==> config.mk <==
export PLATFORM = sky130hd
export DESIGN_NAME = div_issue_ctrl
export DESIGN_NICKNAME = d
export VERILOG_FILES = /design/src/rtl/div_issue_ctrl.sv
export SDC_FILE = /design/constraint.sdc
export NUM_CORES = 1
export LEC_CHECK = 0
export ABC_AREA = 1
export CORE_MARGIN = 4
export CORE_UTILIZATION = 30
export CTS_CLUSTER_SIZE = 25
export DETAILED_ROUTE_END_ITERATION = 7
export GPL_TIMING_DRIVEN = 0
export HOLD_SLACK_MARGIN = 0.02
export SLEW_MARGIN = 20
export SYNTH_ARGS = -nofsm -noshare
export SYNTH_HDL_FRONTEND = slang
export SYNTH_SLANG_ARGS = --single-unit
==> constraint.sdc <==
create_clock -name CLK -period 15.3 [get_ports CLK]
set_clock_uncertainty 0.15 [all_clocks]
set_input_delay 2.295 -clock CLK [delete_from_list [all_inputs] [get_ports CLK]]
set_output_delay 2.295 -clock CLK [all_outputs]
set_load 0.01 [all_outputs]
==> src/rtl/div_issue_ctrl.sv <==
`default_nettype none
// ============================================================================
//  Module      : div_issue_ctrl
//  Description : Round-robin issue controller for a shared fixed-latency
//                pipelined divider core. Tags each op with its source in a
//                shadow pipeline, stalls the core on result back-pressure
//                and substitutes a divide-by-zero result.
//  Revision    : 1.0 - initial release
// ============================================================================
module div_issue_ctrl #(
    parameter int WIDTH   = 32,
    parameter int LATENCY = 8
) (
    input  logic             CLK,
    input  logic             RST,
    // requester A
    input  logic             a_valid,
    output logic             a_ready,
    input  logic [WIDTH-1:0] a_op1,
    input  logic [WIDTH-1:0] a_op2,
    // requester B
    input  logic             b_valid,
    output logic             b_ready,
    input  logic [WIDTH-1:0] b_op1,
    input  logic [WIDTH-1:0] b_op2,
    // divider core
    output logic             core_ce,
    input  logic             core_rfd,
    output logic [WIDTH-1:0] core_dividend,
    output logic [WIDTH-1:0] core_divisor,
    input  logic [WIDTH-1:0] core_quotient,
    input  logic [WIDTH-1:0] core_fractional,
    // result consumer
    output logic             res_valid,
    input  logic             res_ready,
    output logic [WIDTH-1:0] res_quotient,
    output logic [WIDTH-1:0] res_fractional,
    output logic             res_src,
    output logic             res_div0,
    output logic             busy
);

    localparam logic c_SRC_A = 1'b0;

    // round-robin pointer: which requester wins when both are valid
    logic               r_rr_ptr;
    // shadow pipeline mirroring the core's internal stages
    logic [LATENCY-1:0] r_vld;
    logic [LATENCY-1:0] r_src;
    logic [LATENCY-1:0] r_div0;
    logic [WIDTH-1:0]   r_dvd [LATENCY];

    logic               w_stall;
    logic               w_issue_ok;
    logic               w_grant_a;
    logic               w_grant_b;
    logic               w_grant;
    logic [WIDTH-1:0]   w_op1;
    logic [WIDTH-1:0]   w_op2;
    logic               w_op2_zero;

    // The whole pipe freezes while a presented result is not taken
    assign w_stall    = res_valid & ~res_ready;
    assign core_ce    = ~w_stall;
    assign w_issue_ok = core_ce & core_rfd;

    // Arbitration: a lone requester wins; on contention the pointer decides
    always_comb begin
        w_grant_a = 1'b0;
        w_grant_b = 1'b0;
        if (w_issue_ok) begin
            w_grant_a = a_valid & (~b_valid | (r_rr_ptr == c_SRC_A));
            w_grant_b = b_valid & (~a_valid | (r_rr_ptr != c_SRC_A));
        end
    end

    assign w_grant = w_grant_a | w_grant_b;
    assign a_ready = w_grant_a;
    assign b_ready = w_grant_b;

    // Operand mux; idle cycles feed 0/1 so the core never sees a zero divisor
    always_comb begin
        w_op1 = '0;
        w_op2 = {{(WIDTH-1){1'b0}}, 1'b1};
        if (w_grant_a) begin
            w_op1 = a_op1;
            w_op2 = a_op2;
        end else if (w_grant_b) begin
            w_op1 = b_op1;
            w_op2 = b_op2;
        end
    end

    assign w_op2_zero    = (w_op2 == '0);
    assign core_dividend = w_op1;
    assign core_divisor  = w_op2;

    // Pointer moves to the loser of every actual grant
    always_ff @(posedge CLK or posedge RST) begin
        if (RST) begin
            r_rr_ptr <= c_SRC_A;
        end else if (w_grant) begin
            r_rr_ptr <= w_grant_a;
        end
    end

    // Control part of the shadow pipeline; advances in lock-step with the core
    always_ff @(posedge CLK or posedge RST) begin
        if (RST) begin
            r_vld  <= '0;
            r_src  <= '0;
            r_div0 <= '0;
        end else if (core_ce) begin
            for (int i = LATENCY - 1; i > 0; i--) begin
                r_vld[i]  <= r_vld[i-1];
                r_src[i]  <= r_src[i-1];
                r_div0[i] <= r_div0[i-1];
            end
            r_vld[0]  <= w_grant;
            r_src[0]  <= w_grant_b;
            r_div0[0] <= w_grant & w_op2_zero;
        end
    end

    // Dividend carried alongside; only its valid-qualified copy is ever used
    always_ff @(posedge CLK) begin
        if (core_ce) begin
            for (int i = LATENCY - 1; i > 0; i--) begin
                r_dvd[i] <= r_dvd[i-1];
            end
            r_dvd[0] <= w_op1;
        end
    end

    assign res_valid = r_vld[LATENCY-1];
    assign res_src   = r_src[LATENCY-1];
    assign res_div0  = r_div0[LATENCY-1];
    assign busy      = |r_vld;

    // Divide-by-zero overrides whatever the core produced
    always_comb begin
        res_quotient   = core_quotient;
        res_fractional = core_fractional;
        if (r_div0[LATENCY-1]) begin
            res_quotient   = '1;
            res_fractional = r_dvd[LATENCY-1];
        end
    end

endmodule
`default_nettype wire

# [Yosys cells after proc, flatten, opt, wreduce, memory -nomap -nowiden]
# Memory sizes are Yosys's and may differ from the RTL's.
# Cells that the tools add are included.
[word_totals] elab_cells=29 output_inout_bits=135 register_bits=25 mem_count=1 romBits=0 latchBits=0 mem_bits_rw=256 inputBits=198
[memory_table] memory="r_dvd" depth=8 width=32 rd=8 rd_ports_with_merged_regs=0 wr=8 line="51" rtl="logic [WIDTH-1:0] r_dvd [LATENCY];"
[classes] mul=0 bitwise_logic=13 muxes=9 eq_ne=0 div_mod_pow=0 addsub=0 magnitude_cmp=0 n_reduce_logical=2 shifts=0
[ops] op="$mux 32" count=6
[ops] op="$logic_not 32->1" count=1
[ops] op="$reduce_or 8->1" count=1
[ops] op="$and 1x1->1" count=5
[ops] op="$not 1->1" count=5
[ops] op="$mux 1" count=3
[ops] op="$or 1x1->1" count=3

# [Depth between registers and ports, before layout]
# Gate-level depths: netlist of run 1.
[depth] ltp_word=9 depth_mapped=14 ltp_nobuf=12

# [Worst setup path before layout of run 1]
# OpenSTA, ideal clock, no wires.
[synth_path] path_type="input -> output" startpoint="in res_ready" endpoint="out core_ce" arrival_time_ps=9613 cell_stages=3 required_ps=12855 n_path_buf=1 slack_ps=3242 cell_sequence="nor2_4 > inv_1 > clkbuf_1"
[synth_via] elab_chain_cells=3
[synth_lines] item="start: declaration" line="35" rtl="input logic res_ready,"
[synth_lines] item="$not 1->1" line="63" rtl="assign w_stall = res_valid & ~res_ready;"
[synth_lines] item="$and 1x1->1" line="63"
[synth_lines] item="$not 1->1" line="64" rtl="assign core_ce = ~w_stall;"
[synth_lines] item="end: declaration" line="27" rtl="output logic core_ce,"
# Every way passes these cells.

# [Worst setup path in the final report of run 1]
# Ends and elaborated chain as after synthesis.

==> flow_summary.json, run 1 <==
{
  "outcome": "finished, final reports clean",
  "dpl_cell_area_sq_um": 14300,
  "maxCapViolCount": 0,
  "port_buffers": 332,
  "grt_pass1_wl_microns": 34200,
  "path_common_cell": "buf_16",
  "synth_top_area_cell": "edfxtp_1",
  "dp_slack_ns": 7.57,
  "vias_per_cell": 4.20,
  "fmax_mhz": 130,
  "synth_nets": 906,
  "synthAdderAreaFrac": 0,
  "firstDrtPassIters": 4,
  "criticalPathCategory": "primary input to output pin",
  "vdd_drop_max_mv": 0.0957,
  "syn_area_per_cell_sq_um": 14.6,
  "p_int_mw": 1.85,
  "design_area_sq_um": 15200,
  "cts_setup_buffers": 0,
  "hold_viol_final": 0,
  "yosysWarnings": 0,
  "ys.flop_type": "edfxtp_1",
  "place_inst": 1492,
  "hp-class": "register to register",
  "layout-drive-gt1-share": 0.0992,
  "synth_xor_area_frac": 0,
  "wl_per_cell_microns": 14.5,
  "p_switching_mw": 0.528,
  "relSlewSlack": 0.359,
  "min_path_cells": 0,
  "crit_chain": "clkdlybuf4s50_1, nor2_4, inv_1, clkbuf_4, buf_16, buf_16, buf_16, clkdlybuf4s50_1",
  "dieArea_sq_um": 37500,
  "core_sq_um": 33800,
  "crit_required_ns": 12.86,
  "fin_tns_setup_ns": 0,
  "sw_frac_of_total": 0.222,
  "drc": 0,
  "netlist_instances": 708,
  "grt_max_degree": 59,
  "path_clk_slew_ns": 0.06,
  "worstSkewPairLatency_ns": 0.51,
  "setup_viol": 0,
  "cpMaxStageDelayCell": "clkbuf_4",
  "clockPowerShare": 0.264,
  "arrival_ns": 5.23,
  "synth.mux.area_fraction": 0,
  "yosys.area.top_type_share": 0.743,
  "area_growth_pct": 46.8,
  "die_w_microns": 194,
  "synth_top_family_by_area": "simple AND/OR/NAND/NOR gates",
  "holdBufCountCts": 0,
  "num_antenna_cells": 0,
  "synth_area_leaders": "edfxtp_1, nand2_1, dfrtp_1",
  "row_count": 67,
  "tritoncts": "built",
  "cp_num_buf_inv": 7,
  "slowest_delay_ns": 0.66,
  "die_y_microns": 194,
  "synth_cell_types": 22,
  "antenna_found_initial": 0,
  "synth-edff-count": 256,
  "grt_pass1_vias": 6458,
  "startpoint_type": "primary input",
  "worst_setup_path_end_kind": "output pin",
  "antenna_left": 0,
  "cts_resized": 0,
  "worst_slew_pin_slew_ns": 0.960,
  "post-route-period-util": 0.502,
  "min_period_ns": 7.68,
  "rsz0062_at_grt": "no",
  "final_nets": 1270,
  "htreeDepth": 1,
  "ys_seq_area_frac": 0.803,
  "initial_core_util": 0.306,
  "grt_use_total": 0.111,
  "drv_slew": 0,
  "synthSimpleGateAreaFrac": 0.134,
  "vias": 6454,
  "cts_buffers": 26,
  "dp_hpwl_microns": 16600,
  "ys_seq_elements": 281,
  "cts-root-buf": "clkbuf_16",
  "ctsLongestPathBuffers": 3,
  "cts_num_sinks": 281,
  "drt-total-wl_microns": 22200,
  "async_flop_share": 0.0890,
  "drt_iter0_markers": 250,
  "power_mw": 2.38,
  "r2r_cells": 7,
  "gp_congestion": 0.839,
  "p_leak_nw": 6.06,
  "crit_cells": 8,
  "io_pins": 333,
  "pwr-share-comb": 0.151,
  "synth_compound_area_frac": 0.0336,
  "crit_family": "buffers and inverters",
  "power_frac_seq": 0.585,
  "setup_ws_ns": 7.62,
  "cp_max_fo": 58,
  "synth_area_sq_um": 10300,
  "p_per_area_nw_per_um2": 157,
  "fin_cells": 1537,
  "gr-total-overflow": 0
}
==> cell usage after synthesis (6+ instances only) <==
cell type  count
nor2_1        10
inv_1         17
dfrtp_1       25
clkbuf_1      15
nand2_1      202
or2_2         32
o21ai_0        6
inv_2         14
buf_2         13
edfxtp_1     256
a22o_1        32
nand3_1       62
==> cells by family (layout without fill, tap and decap cells) <==
kind of cell | after synthesis | in the layout
buffers and inverters | 69 | 450
DFF | 281 | 281
and+or+nand+nor | 317 | 317
AOI/OAI and AO/OA | 41 | 41
==> placed cells by master (no fill, tap or decap), types with 6 or more instances in the layout <==
cell	count
a22o_1	32
buf_2	13
clkbuf_1	22
clkbuf_16	27
clkdlybuf4s50_1	332
clkinv_1	6
dfrtp_1	25
edfxtp_1	256
inv_1	17
inv_2	14
nand2_1	202
nand3_1	62
nor2_1	10
o21ai_0	6
or2_2	32
==> state kept, by name, summed over array words and instances, names as in the netlist <==
register / flops
r_dvd: 256
r_rr_ptr: 1
r_vld: 8
r_src: 8
r_div0: 8
==> area by class of cell <==
| cell class | instances | area, sq um |
|---|---|---|
| buffer | 33 | 174 |
| clock buffer | 36 | 719 |
| clock inverter | 9 | 121 |
| fill | 3039 | 18600 |
| inverter | 36 | 135 |
| multi-input combinational | 358 | 1730 |
| sequential | 281 | 8310 |
| tap | 448 | 561 |
| timing repair buffer | 336 | 3430 |
==> metrics by stage <==
stage | hold slack, ns | util
floorplan | 0.250 | -
global placement | 0.251 | 0.421
detailed placement | 0.255 | 0.425
CTS | 0.268 | 0.450
global route | 0.271 | 0.450
finish | 0.264 | 0.450
==> final timing paths <==
kind / startpoint / endpoint / slack, ns
min in group asynchronous: RST / r_vld[7] / 2.15
worst min register to register: r_dvd[0][124] / r_dvd[1][28] / 0.26
max in group asynchronous: RST / r_src[4] / 12.26
worst max-delay path: res_ready / core_ce / 7.62
worst max register to register: r_vld[7] / r_dvd[1][11] / 12.50
worst min-delay path: r_dvd[0][124] / r_dvd[1][28] / 0.26
==> worst reg2reg max path, delay by kind of cell, from the launching register on <==
| family | cells | cell delay [ns] |
|---|---|---|
| and+or+nand+nor | 1 | 0.05 |
| DFF | 1 | 0.42 |
| buffers and inverters | 6 | 1.80 |
==> power by group through the flow <==
| stage | registers, mW | clock network, mW | logic [mW] |
|---|---|---|---|
| after CTS | 1.40 | 0.649 | 0.367 |
| after detailed placement | 1.41 | 0 | 0.366 |
| after global routing | 1.43 | 0.683 | 0.393 |
| final | 1.39 | 0.627 | 0.359 |
| after global placement | 1.47 | 0 | 0.345 |
| after floorplan | 1.43 | 0 | 0.169 |
==> per-layer routing <==
layer	up-vias	global-route usage	share of wire
met5	-	0	0
met1	2910	0.131	0.41
met4	0	0.0338	0.023
met2	273	0.197	0.49
met3	35	0.0304	0.081
li1	3236	-	-
No activity file was read; power rests on OpenSTA's default activity.
==> run 2: changes to the inputs <==
Clock period 15.3 ns to 7.8 ns, I/O delays scaled along.
==> run 2 against run 1 <==
  * Combinational power increased by 92%
  * Highest routed layer unchanged
  * Critical path depth decreased by 1
  * Hold slack got worse by 0.0035 ns
  * Setup slack got worse by 5.2 ns
  * Count of clock-buffer cells in the layout increased by 3
  * Wire length increased by 1.4%
  * Die area unchanged
  * Critical endpoint unchanged
  * Non-clock buffer count decreased by 2
  * Final cell count decreased by 0.13%
  * Flip-flop and latch count unchanged
==> flow_summary.json, run 2 (synthesis results as in run 1) <==
{
  "final_cell_mix": "clkdlybuf4s50_1, edfxtp_1, nand2_1, nand3_1",
  "io_pins": 333,
  "cts_num_sinks": 281,
  "dp_hpwl_microns": 16700,
  "r2r_cells": 6,
  "crit_required_ns": 6.48,
  "criticalPathCategory": "primary input to output pin",
  "layout-drive-gt1-share": 0.0938,
  "outcome": "finished, final reports clean",
  "holdBufCountCts": 0,
  "grt_pass1_vias": 6649,
  "wl_per_cell_microns": 14.7,
  "path_clk_slew_ns": 0.06,
  "vdd_drop_max_mv": 0.175,
  "core_sq_um": 33800,
  "min_period_ns": 5.38,
  "grt_pass1_wl_microns": 35200,
  "firstDrtPassIters": 6,
  "row_count": 67,
  "gr-total-overflow": 0,
  "vias_per_cell": 4.20,
  "ctsLongestPathBuffers": 3,
  "drt-total-wl_microns": 22500,
  "place_inst": 1490,
  "cts_setup_buffers": 0,
  "maxCapViolCount": 0,
  "tritoncts": "built",
  "relSlewSlack": 0.381,
  "fin_cells": 1535,
  "p_leak_nw": 6.01,
  "cp_max_fo": 97,
  "dpl_cell_area_sq_um": 14300,
  "largest-register": "r_dvd",
  "area_growth_pct": 45.9,
  "layout_commonest_cell": "clkdlybuf4s50_1",
  "worst_slew_pin_slew_ns": 0.927,
  "cts-root-buf": "clkbuf_16",
  "worst_setup_path_end_kind": "output pin",
  "p_per_area_nw_per_um2": 304,
  "htreeDepth": 1,
  "rsz0062_at_grt": "no",
  "startpoint_type": "primary input",
  "min_path_cells": 0,
  "die_y_microns": 194,
  "grt_max_degree": 98,
  "drc": 0,
  "antenna_left": 0,
  "num_antenna_cells": 0,
  "gp_congestion": 0.834,
  "drt_iter0_markers": 247,
  "post-route-period-util": 0.690,
  "worstSkewPairLatency_ns": 0.51,
  "holdWs_ns": 0.260,
  "hp-class": "register to register",
  "antenna_found_initial": 0,
  "largest_reg_flops": 256,
  "design_area_sq_um": 15100,
  "setup_viol": 0,
  "fmax_mhz": 186,
  "cts_resized": 0,
  "arrival_ns": 4.06,
  "vias": 6440,
  "grt_use_total": 0.114,
  "utilization": 0.447,
  "die_w_microns": 194,
  "cts_buffers": 26,
  "fin_tns_setup_ns": 0,
  "dieArea_sq_um": 37500,
  "initial_core_util": 0.306,
  "drv_slew": 0,
  "hold_viol_final": 0,
  "port_buffers": 332,
  "final_nets": 1268
}
## run 2: routing by layer
| layer | up-vias | wire, microns | GRT usage |
|---|---|---|---|
| li1 | 3227 | - | - |
| met1 | 2924 | 9240 | 0.136 |
| met2 | 255 | 10800 | 0.200 |
| met3 | 34 | 1960 | 0.0339 |
| met4 | 0 | 501 | 0.0357 |
| met5 | - | 0 | 0 |
## run 2: path summary, 6_finish.rpt
check / start / endpoint / slack, ns
worst max-delay path: res_ready / core_ce / 2.42
worst min-delay path: r_dvd[0][117] / r_dvd[1][21] / 0.26
worst min register to register: r_dvd[0][117] / r_dvd[1][21] / 0.26
min in group asynchronous: RST / r_vld[3] / 1.03
max in group asynchronous: RST / r_src[2] / 5.90
worst max register to register: r_vld[7] / r_dvd[0][113] / 5.04
## run 2: stage by stage
stage | setup slack (ns) | power (mW)
after floorplan | 1.80 | 3.08
after global placement | -1.18 | 3.50
after detailed placement | 2.43 | 3.48
after CTS | 2.42 | 4.67
after global routing | 2.25 | 4.85
final | 2.42 | 4.59
## run 2: power by group
part           total (mW)  internal, mW  switching (mW)
Combinational       0.689         0.312           0.377
Clock                1.16         0.678           0.481
Sequential           2.74          2.57           0.175
Total                4.59          3.56            1.03
## run 2: area by class of cell
class | count | area (sq um)
fill | 3008 | 18700
sequential | 281 | 8310
timing repair buffer | 334 | 3380
multi-input combinational | 358 | 1730
clock buffer | 39 | 772
tap | 448 | 561
buffer | 33 | 180
inverter | 36 | 135
clock inverter | 6 | 25.0
## run 2: critical path, stage by stage
cell and delay [ns]:
clkdlybuf4s50_1 0.51, nor2_4 0.08, inv_1 0.13, clkbuf_8 0.59
buf_16 0.43, buf_16 0.37, clkdlybuf4s50_1 0.62
==> run 3: changes to the inputs <==
Clock period 7.8 ns to 4.54 ns, I/O delays scaled along.
==> run 3 against run 2 <==
  * Sequential power increased by 72%
  * First-iteration DRC count increased by 12%
  * Largest power group unchanged
  * Critical path depth increased by 2
  * Register-to-register slack got worse by 3.0 ns
  * Hold slack improved by 0.0058 ns
  * Largest cell class unchanged
  * Utilization increased by 0.052 points
  * Via count increased by 1.2%
==> flow_summary.json, run 3 (synthesis results as in run 1) <==
{
  "final_nets": 1267,
  "multi_input_area_sq_um": 1730,
  "num-fill-cells": 3044,
  "port_buffers": 332,
  "sw_frac_of_total": 0.229,
  "pwr-share-comb": 0.148,
  "met1_usage": 0.135,
  "startpoint_type": "primary input",
  "grt_pass1_vias": 6785,
  "cts_num_sinks": 281,
  "grt_use_total": 0.114,
  "core_sq_um": 33800,
  "antenna_found_initial": 0,
  "dp_hpwl_microns": 16500,
  "criticalPathCategory": "primary input to output pin",
  "cts_buffers": 26,
  "largest-register": "r_dvd",
  "min_period_ns": 4.13,
  "setup_viol": 0,
  "p_switching_mw": 1.82,
  "clockPowerShare": 0.257,
  "wl_per_cell_microns": 14.8,
  "grt_pass1_wl_microns": 35300,
  "vias_per_cell": 4.24,
  "place_inst": 1489,
  "grt_max_degree": 162,
  "dieArea_sq_um": 37500,
  "p_int_mw": 6.12,
  "tritoncts": "built",
  "post-route-period-util": 0.909,
  "htreeDepth": 1,
  "cp_max_fo": 10,
  "drt-total-wl_microns": 22700,
  "ff2ff_setup_slack_ns": 2.07,
  "p_per_area_nw_per_um2": 526,
  "cts_setup_buffers": 0,
  "final_cell_mix": "clkdlybuf4s50_1, edfxtp_1, nand2_1, nand3_1",
  "hp-class": "register to register",
  "fmax_mhz": 242,
  "grt_use_met3": 0.0299,
  "die_w_microns": 194,
  "min_path_cells": 0,
  "r2r_end": "r_dvd[0][113]",
  "io_pins": 333,
  "fin_cells": 1537,
  "layout_commonest_cell": "clkdlybuf4s50_1",
  "rsz0062_at_grt": "no",
  "antenna_left": 0,
  "worst_slew_pin_slew_ns": 0.872,
  "hold_viol_final": 0,
  "drv_slew": 0,
  "crit_required_ns": 3.71,
  "hold_end": "r_dvd[1][34]",
  "gr-total-overflow": 0,
  "drc": 0,
  "p_leak_nw": 6.02,
  "min_from": "r_dvd[1][2]",
  "seqCellArea_sq_um": 8310,
  "dp_slack_ns": 0.355,
  "gp_congestion": 0.816,
  "r2r_cells": 5,
  "setup_ws_ns": 0.411,
  "path_clk_slew_ns": 0.06,
  "die_y_microns": 194,
  "firstDrtPassIters": 6,
  "cts-root-buf": "clkbuf_16",
  "cts_resized": 0,
  "initial_core_util": 0.306,
  "power_frac_seq": 0.595,
  "worstSkewPairLatency_ns": 0.51,
  "area_growth_pct": 46.0,
  "outcome": "finished, final reports clean",
  "row_count": 67,
  "layout-drive-gt1-share": 0.0992,
  "grt_busiest_layer": "met2",
  "reg2reg_from": "r_vld[7]",
  "num_antenna_cells": 0,
  "holdBufCountCts": 0,
  "largest_reg_flops": 256,
  "drt_iter0_markers": 276,
  "fin_tns_setup_ns": 0,
  "relSlewSlack": 0.415,
  "use_met2": 0.202,
  "vias": 6516,
  "vdd_drop_max_mv": 0.239,
  "ctsLongestPathBuffers": 3,
  "worst_setup_path_end_kind": "output pin",
  "arrival_ns": 3.30,
  "maxCapViolCount": 0
}
[run 3: cell types whose count changed in the layout (fill, tap and decap cells not counted), sizes merged]
cell | previous run | this run
clkinv | 10 | 16
inv | 32 | 30
buf | 20 | 19
clkbuf | 54 | 53
[run 3: worst max path at each step]
stage	endpoint	startpoint	cells after the start
global route	core_dividend[13]	res_ready	9
floorplan	core_ce	res_ready	3
detailed placement	core_dividend[23]	a_valid	9
finish	core_dividend[23]	a_valid	9
CTS	core_dividend[23]	a_valid	9
global placement	core_ce	res_ready	5
[run 3: final cells by class]
class                           count  area share
Buffer                             33      0.0127
Clock buffer                       38      0.0510
Inverter                           36     0.00894
Clock inverter                     10     0.00397
Tap cell                          448      0.0371
Multi-Input combinational cell    358       0.115
Timing Repair Buffer              333       0.222
Sequential cell                   281       0.550
[run 3: per-stage QoR]
step                      area [sq um]  total power, mW   util  hold WS (ns)
final                            15100             7.94  0.447         0.266
after global routing             15100             8.37  0.447         0.270
after CTS                        15100             8.07  0.447         0.261
after detailed placement         14300             5.99  0.423         0.255
after global placement           14200             5.96  0.421         0.250
after floorplan                  10400             5.25      -         0.250
[run 3: per-layer routing]
layer | vias up | share of wire
met5 | - | 0
met4 | 0 | 0.025
met3 | 34 | 0.078
met2 | 255 | 0.49
met1 | 3003 | 0.41
li1 | 3224 | -
[run 3: critical path: stages]
cell	delay, ns
clkdlybuf4s50_1	0.55
inv_2	0.06
a21oi_4	0.20
buf_2	0.30
nand2_1	0.18
inv_2	0.15
buf_2	0.29
a22o_1	0.28
clkdlybuf4s50_1	0.59
[run 3: power groups by stage]
| stage | clock network [mW] | logic (mW) | registers (mW) |
|---|---|---|---|
| floorplan | 0 | 0.567 | 4.69 |
| global placement | 0 | 1.16 | 4.79 |
| detailed placement | 0 | 1.20 | 4.80 |
| CTS | 2.12 | 1.20 | 4.74 |
| global route | 2.23 | 1.29 | 4.85 |
| finish | 2.04 | 1.18 | 4.72 |
